--- src/rtl/store_buffer_if.sv ---
// Store buffer port bundle: datapath store/load side, DM drain side and status.
interface store_buffer_if #(
  parameter int unsigned DEPTH = 4,
  parameter int unsigned PTR_W = 2
);
  logic             st_valid;
  logic [31:0]      st_addr;
  logic [31:0]      st_data;
  logic             st_ready;
  logic [31:0]      ld_addr;
  logic             ld_hit;
  logic [31:0]      ld_data;
  logic             drain_en;
  logic             dm_write;
  logic [31:0]      dm_addr;
  logic [31:0]      dm_din;
  logic [PTR_W:0]   count;
  logic             empty;

  modport master (
    output st_valid, st_addr, st_data, ld_addr, drain_en,
    input  st_ready, ld_hit, ld_data, dm_write, dm_addr, dm_din, count, empty
  );

  modport slave (
    input  st_valid, st_addr, st_data, ld_addr, drain_en,
    output st_ready, ld_hit, ld_data, dm_write, dm_addr, dm_din, count, empty
  );
endinterface

--- src/rtl/store_buffer.sv ---
// Word-granular FIFO write buffer in front of the data memory, with
// youngest-match store-to-load forwarding.
module store_buffer #(
  parameter int unsigned DEPTH = 4,
  parameter int unsigned PTR_W = 2
) (
  input logic           clk,
  input logic           reset,
  store_buffer_if.slave bus
);

  logic [PTR_W-1:0] wr_ptr_q, wr_ptr_d;
  logic [PTR_W-1:0] rd_ptr_q, rd_ptr_d;
  logic [PTR_W:0]   count_q, count_d;

  logic [29:0] addr_mem [DEPTH];
  logic [31:0] data_mem [DEPTH];

  logic not_empty, full, push, pop;
  logic unused_addr_bits;

  assign unused_addr_bits = ^{bus.st_addr[1:0], bus.ld_addr[1:0]};

  assign not_empty = (count_q != '0);
  assign full      = (count_q == (PTR_W+1)'(DEPTH));
  assign push      = bus.st_valid && !full;
  assign pop       = bus.drain_en && not_empty;

  always_comb begin
    bus.st_ready = !full;
    bus.dm_write = pop;
    bus.empty    = !not_empty;
    bus.count    = count_q;
    bus.dm_addr  = '0;
    bus.dm_din   = '0;
    if (not_empty) begin
      bus.dm_addr = {addr_mem[rd_ptr_q], 2'b00};
      bus.dm_din  = data_mem[rd_ptr_q];
    end
  end

  // Walk entries oldest to youngest so the last match wins.
  always_comb begin
    logic [PTR_W-1:0] idx;
    idx         = '0;
    bus.ld_hit  = 1'b0;
    bus.ld_data = '0;
    for (int unsigned i = 0; i < DEPTH; i++) begin
      idx = rd_ptr_q + PTR_W'(i);
      if (((PTR_W+1)'(i) < count_q) && (addr_mem[idx] == bus.ld_addr[31:2])) begin
        bus.ld_hit  = 1'b1;
        bus.ld_data = data_mem[idx];
      end
    end
  end

  always_comb begin
    wr_ptr_d = wr_ptr_q;
    rd_ptr_d = rd_ptr_q;
    count_d  = count_q;
    if (push) wr_ptr_d = wr_ptr_q + 1'b1;
    if (pop)  rd_ptr_d = rd_ptr_q + 1'b1;
    case ({push, pop})
      2'b10:   count_d = count_q + 1'b1;
      2'b01:   count_d = count_q - 1'b1;
      default: count_d = count_q;
    endcase
  end

  always_ff @(posedge clk or posedge reset) begin
    if (reset) begin
      wr_ptr_q <= '0;
      rd_ptr_q <= '0;
      count_q  <= '0;
    end else begin
      wr_ptr_q <= wr_ptr_d;
      rd_ptr_q <= rd_ptr_d;
      count_q  <= count_d;
    end
  end

  // Entry payload needs no reset; validity comes from count.
  always_ff @(posedge clk) begin
    if (push) begin
      addr_mem[wr_ptr_q] <= bus.st_addr[31:2];
      data_mem[wr_ptr_q] <= bus.st_data;
    end
  end

endmodule
--- src/flat_wrapper.sv ---
// flat-port wrapper written by rule: the top's interface ports become plain ports
module store_buffer_flat 
#(
  parameter int unsigned DEPTH = 4,
  parameter int unsigned PTR_W = 2
)
  (clk, reset, bus_st_valid, bus_st_addr, bus_st_data, bus_ld_addr, bus_drain_en, bus_st_ready, bus_ld_hit, bus_ld_data, bus_dm_write, bus_dm_addr, bus_dm_din, bus_count, bus_empty);
  store_buffer_if #(.DEPTH(DEPTH), .PTR_W(PTR_W)) bus_i ();
  input logic clk;
  input logic reset;
  input wire logic [$bits(bus_i.st_valid)-1:0] bus_st_valid;
  input wire logic [$bits(bus_i.st_addr)-1:0] bus_st_addr;
  input wire logic [$bits(bus_i.st_data)-1:0] bus_st_data;
  input wire logic [$bits(bus_i.ld_addr)-1:0] bus_ld_addr;
  input wire logic [$bits(bus_i.drain_en)-1:0] bus_drain_en;
  output wire logic [$bits(bus_i.st_ready)-1:0] bus_st_ready;
  output wire logic [$bits(bus_i.ld_hit)-1:0] bus_ld_hit;
  output wire logic [$bits(bus_i.ld_data)-1:0] bus_ld_data;
  output wire logic [$bits(bus_i.dm_write)-1:0] bus_dm_write;
  output wire logic [$bits(bus_i.dm_addr)-1:0] bus_dm_addr;
  output wire logic [$bits(bus_i.dm_din)-1:0] bus_dm_din;
  output wire logic [$bits(bus_i.count)-1:0] bus_count;
  output wire logic [$bits(bus_i.empty)-1:0] bus_empty;
  assign bus_i.st_valid = bus_st_valid;
  assign bus_i.st_addr = bus_st_addr;
  assign bus_i.st_data = bus_st_data;
  assign bus_i.ld_addr = bus_ld_addr;
  assign bus_i.drain_en = bus_drain_en;
  assign bus_st_ready = bus_i.st_ready;
  assign bus_ld_hit = bus_i.ld_hit;
  assign bus_ld_data = bus_i.ld_data;
  assign bus_dm_write = bus_i.dm_write;
  assign bus_dm_addr = bus_i.dm_addr;
  assign bus_dm_din = bus_i.dm_din;
  assign bus_count = bus_i.count;
  assign bus_empty = bus_i.empty;
  store_buffer #(.DEPTH(DEPTH), .PTR_W(PTR_W)) u_core (.clk(clk), .reset(reset), .bus(bus_i));
endmodule
--- config.mk ---
export PLATFORM = sky130hd
export DESIGN_NAME = store_buffer_flat
export DESIGN_NICKNAME = d
export VERILOG_FILES = /design/src/rtl/store_buffer_if.sv /design/src/rtl/store_buffer.sv /design/src/flat_wrapper.sv
export SDC_FILE = /design/constraint.sdc
export NUM_CORES = 1
export LEC_CHECK = 0
export ABC_AREA = 1
export BUFFER_PORTS_ARGS = -buffer_cell sky130_fd_sc_hd__buf_2
export CORE_ASPECT_RATIO = 0.75
export CORE_MARGIN = 1
export CORE_UTILIZATION = 35
export CTS_BUF_LIST = sky130_fd_sc_hd__clkbuf_16
export CTS_CLUSTER_DIAMETER = 150
export DETAILED_ROUTE_END_ITERATION = 7
export HOLD_SLACK_MARGIN = 0.05
export SYNTH_ARGS = -nofsm -noshare
export SYNTH_HDL_FRONTEND = slang
export SYNTH_SLANG_ARGS = --single-unit
--- constraint.sdc ---
create_clock -name clk -period 12.57 [get_ports clk]
set_input_delay 3.771 -clock clk [delete_from_list [all_inputs] [get_ports clk]]
set_output_delay 3.771 -clock clk [all_outputs]
set_load 0.005 [all_outputs]
==> impl_summary.md <==
STA
Setup repair after global routing left no endpoint under its margin. The final critical delay including setup and external delays is 10.69 ns. The number of slew-limit violations in the final report came to 0. Headroom to the max-slew limit came out at 0.3109. In the final timing run, aggregate negative setup slack is 0 ns. The number of endpoints failing setup at the final stage is 0. In the finished design, the share of the clock period the worst path needs comes to 0.8505. The maximum operating frequency is 93.54 MHz. The maximum clock skew at final layout is 0.02572 ns.

At the pin with the least slew margin, the transition time is 1.034 ns. The hold violation count in the final report came to 0.

Cells and area
The fraction of layout cells with a size suffix above 1 is 0.1004. The count of non-filler cells in the finished layout is 3550. At the end of the flow, the number of nets in the layout was 2926. In the final layout, flip-flops and latches occupy 0.007630 mm^2. The layout has 5392 filler cells. The layout overhead on the synthesized area is 12.66%. The footprint of the multi-input gates is 0.009070 mm^2.

Outcome
The flow ran to the end, and the final reports show no timing, DRC or antenna violations.

Worst hold path
The end point of the worst hold path is u_core.bus.count[0]. The instance count along the most critical hold path is 1. The startpoint of the worst hold path is u_core.bus.count[0]. The path class of the tightest hold or removal check is reg -> reg.

GRT
The wire length of the first global-routing pass is 96410 um. Entering global routing, the biggest net connects 223 pins. After global routing the overflow that remains totals 0.

The number of global-route vias before repair is 16741. In the global route stage, overall resource usage came out at 0.2371. The initial antenna violation count is 13.

Worst setup path
Setup slack on the worst reg-to-reg path comes out at 9.00 ns. The type of the setup path with the least slack is in -> out. The required arrival time at the worst endpoint is 8.80 ns. The biggest fanout along the worst timing path is 34.

The worst endpoint data arrival time is 6.92 ns. STA classifies the critical path endpoint as an output port. The end of the worst register-to-register path is u_core.rd_ptr_q[1]. The launch point of the worst reg-to-reg path is u_core.rd_ptr_q[0]. For the worst flop-to-flop path, the logic depth is 5. The worst setup path is launched from an input pin.

Detailed routing
The average via count per standard cell is 5.161. The length of the first detailed-routing pass in iterations is 8. The number of routed nets with antenna violations is 0.

The routed wire length per instance is 17.99 um. The detailed-route DRC error count is 0. In this run, the number of DRC markers left after iteration 0 of detailed routing was 1958.

Wires add up to 63870 um. Across all layers, the routed design uses 18323 vias.

Clocking
The clock buffer count from CTS is 31. Clock tree synthesis selected as its root buffer the cell clkbuf_16. The level count of the clock H-tree is 1. After clock tree synthesis, the clock-pin slew on the worst setup and hold paths is 0.06 ns. Buffers added to address setup during post-CTS repair amount to 0. The clock tree from TritonCTS is built. The clock latency of the later-clocked register in the worst-skew pair is 0.59 ns. Post-CTS repair changed the size of 0 cells.

No sink is reached through more buffers than the 3 on the longest clock path. The total number of clock tree sinks is 255. The number of hold buffers added after CTS was 0.

Logic synthesis
The synthesized netlist contains 32 unique library cells. The fraction of the yosys area taken by sequential cells is 0.4178. In this run the cell area of the synthesized design comes to 0.01824 mm^2.

The synthesized instance count is 2719. Synthesis inferred 255 register bits. The number of warnings reported in the yosys synthesis log is 0. The average instance in the mapped netlist occupies 6.710 um^2.

Floorplanning
The die is 199.7 um tall. In this run the core area contains 72 standard-cell rows. The initial core utilization is 0.3540.

The floorplan step defined a die boundary enclosing 0.05305 mm^2. The number of I/O pins is 203. The core box area is 0.05153 mm^2. The chip width is 265.6 um.

Pwr
The ratio of total power to cell area is 255.8 mW/mm^2. The worst ir drop on vdd is 0.0002633 V. Summed over all cells, the static leakage comes to 10.18 nW.

Overall power consumption after layout is estimated at 5.258 mW.

Run
Max-cap violations in this run came to 0.

Placed design
The number of buffer cells added on primary ports is 196. The total instance count after detailed placement is 3487. The post-DP HPWL is 42460 um. The congestion estimate from routability-driven global placement came to 1.002.
==> metal layers <==
metal / wire length [um] / global-route usage / up-vias
met5: 62 / 0 / -
met4: 1623 / 0.07663 / 10
met3: 6251 / 0.04966 / 119
met2: 27630 / 0.3634 / 855
met1: 28310 / 0.3330 / 8430
li1: - / - / 8909
==> worst max path at each step <==
stage          cells past startpoint              end             from  slack (ns)
6_report                          12  bus_ld_data[27]  bus_ld_addr[14]        1.88
5_1_grt                           12  bus_ld_data[28]  bus_ld_addr[14]        1.73
4_1_cts                           12  bus_ld_data[27]  bus_ld_addr[14]        1.98
3_5_place_dp                      12  bus_ld_data[27]  bus_ld_addr[14]        1.98
3_3_place_gp                      12   bus_ld_data[2]  bus_ld_addr[14]        2.01
2_1_floorplan                     14  bus_ld_data[10]  bus_ld_addr[18]        3.74
==> critical path, stage by stage <==
cell and delay [ns]:
buf_2 0.13, inv_1 0.09, nand2_1 0.17, o21ai_1 0.10, nor3_1 0.37, nand2_1 0.10, nor2_1 0.17, nand2_2 0.60
inv_2 0.97, nand2_1 0.15, nand2_1 0.11, buf_2 0.14
==> stage by stage <==
stage                     hold WS, ns  cell area, um^2    util  worst slack (ns)
after floorplan                0.5533            18250       -             3.737
after global placement         0.5756            19540  0.3792             2.007
after detailed placement       0.5868            19540  0.3792             1.982
after CTS                      0.5983            20540  0.3985             1.979
after global routing           0.6370            20540  0.3987             1.725
final                          0.6026            20550  0.3989             1.879
==> registers in the layout, indices dropped and copies added (netlist names) <==
register,cells
u_core.bus.count,3
u_core.wr_ptr_q,2
u_core.data_mem,128
u_core.addr_mem,120
u_core.rd_ptr_q,2
==> final cells by class <==
class,instances,area share
Antenna cell,7,0.0008523
Timing Repair Buffer,212,0.05418
Tap cell,703,0.04280
Clock buffer,31,0.03774
Inverter,223,0.04109
Multi-Input combinational cell,2094,0.4413
Clock inverter,25,0.01084
Sequential cell,255,0.3712
==> cell families after synthesis <==
group | count (synthesis) | share of synthesized area
other cells | 1 | 0.0002055
compound gates | 222 | 0.06399
fa+ha+maj | 9 | 0.006173
xor+xnor | 18 | 0.008641
mux | 32 | 0.01756
simple gates | 1811 | 0.3970
flops | 255 | 0.4178
buf+inv | 371 | 0.08868
==> synth_stat cells <==
cell type,n,area [um^2]
a21oi_1,4,20.02
and2_0,1,6.260
and2_1,1,6.260
buf_1,21,78.83
buf_2,51,255.2
buf_4,26,195.2
buf_6,7,78.83
buf_8,1,15.01
clkbuf_1,42,157.7
clkinv_1,1,3.750
conb_1,1,3.750
dfrtp_1,7,175.2
edfxtp_1,248,7447
ha_1,9,112.6
inv_1,219,822.0
inv_2,3,11.26
mux2i_1,32,320.3
nand2_1,1373,5154
nand2_2,3,18.77
nand2_4,1,11.26
nand3_1,267,1336
nand4_1,24,150.1
nor2_1,126,473.0
nor2_2,4,25.02
nor3_1,6,30.03
o211ai_1,20,150.1
o21ai_0,178,890.9
o21ai_1,15,75.07
o22ai_1,5,31.28
or2_2,5,31.28
xnor2_1,2,17.52
xor2_1,16,140.1
==> power by group <==
group	leakage (nW)	switching (mW)	internal, mW
sequential	2.35	0.147	1.13
combinational	7.33	2.19	0.905
clock	0.506	0.365	0.526
total	10.2	2.70	2.56
==> cells in the final DEF, fill, tap and decap left out, types with 2 or more instances in the layout <==
cell type / netlist / final
a21oi_1: 4 / 4
buf_2: 51 / 196
buf_4: 26 / 15
bufinv_16: 0 / 4
clkbuf_16: 0 / 31
clkinv_1: 1 / 8
clkinv_2: 0 / 8
conb_1: 1 / 2
dfrtp_1: 7 / 5
dfrtp_4: 0 / 2
diode_2: 0 / 7
edfxtp_1: 248 / 248
ha_1: 9 / 9
inv_1: 219 / 222
inv_6: 0 / 2
mux2i_1: 32 / 32
nand2_1: 1373 / 1371
nand2_2: 3 / 3
nand2_4: 1 / 3
nand3_1: 267 / 267
nand4_1: 24 / 24
nor2_1: 126 / 119
nor2_2: 4 / 5
nor2_4: 0 / 6
nor3_1: 6 / 6
o211ai_1: 20 / 20
o21ai_0: 178 / 178
o21ai_1: 15 / 15
o22ai_1: 5 / 5
or2_2: 5 / 5
xnor2_1: 2 / 2
xor2_1: 16 / 16
No activity file was read; power rests on OpenSTA's default activity.
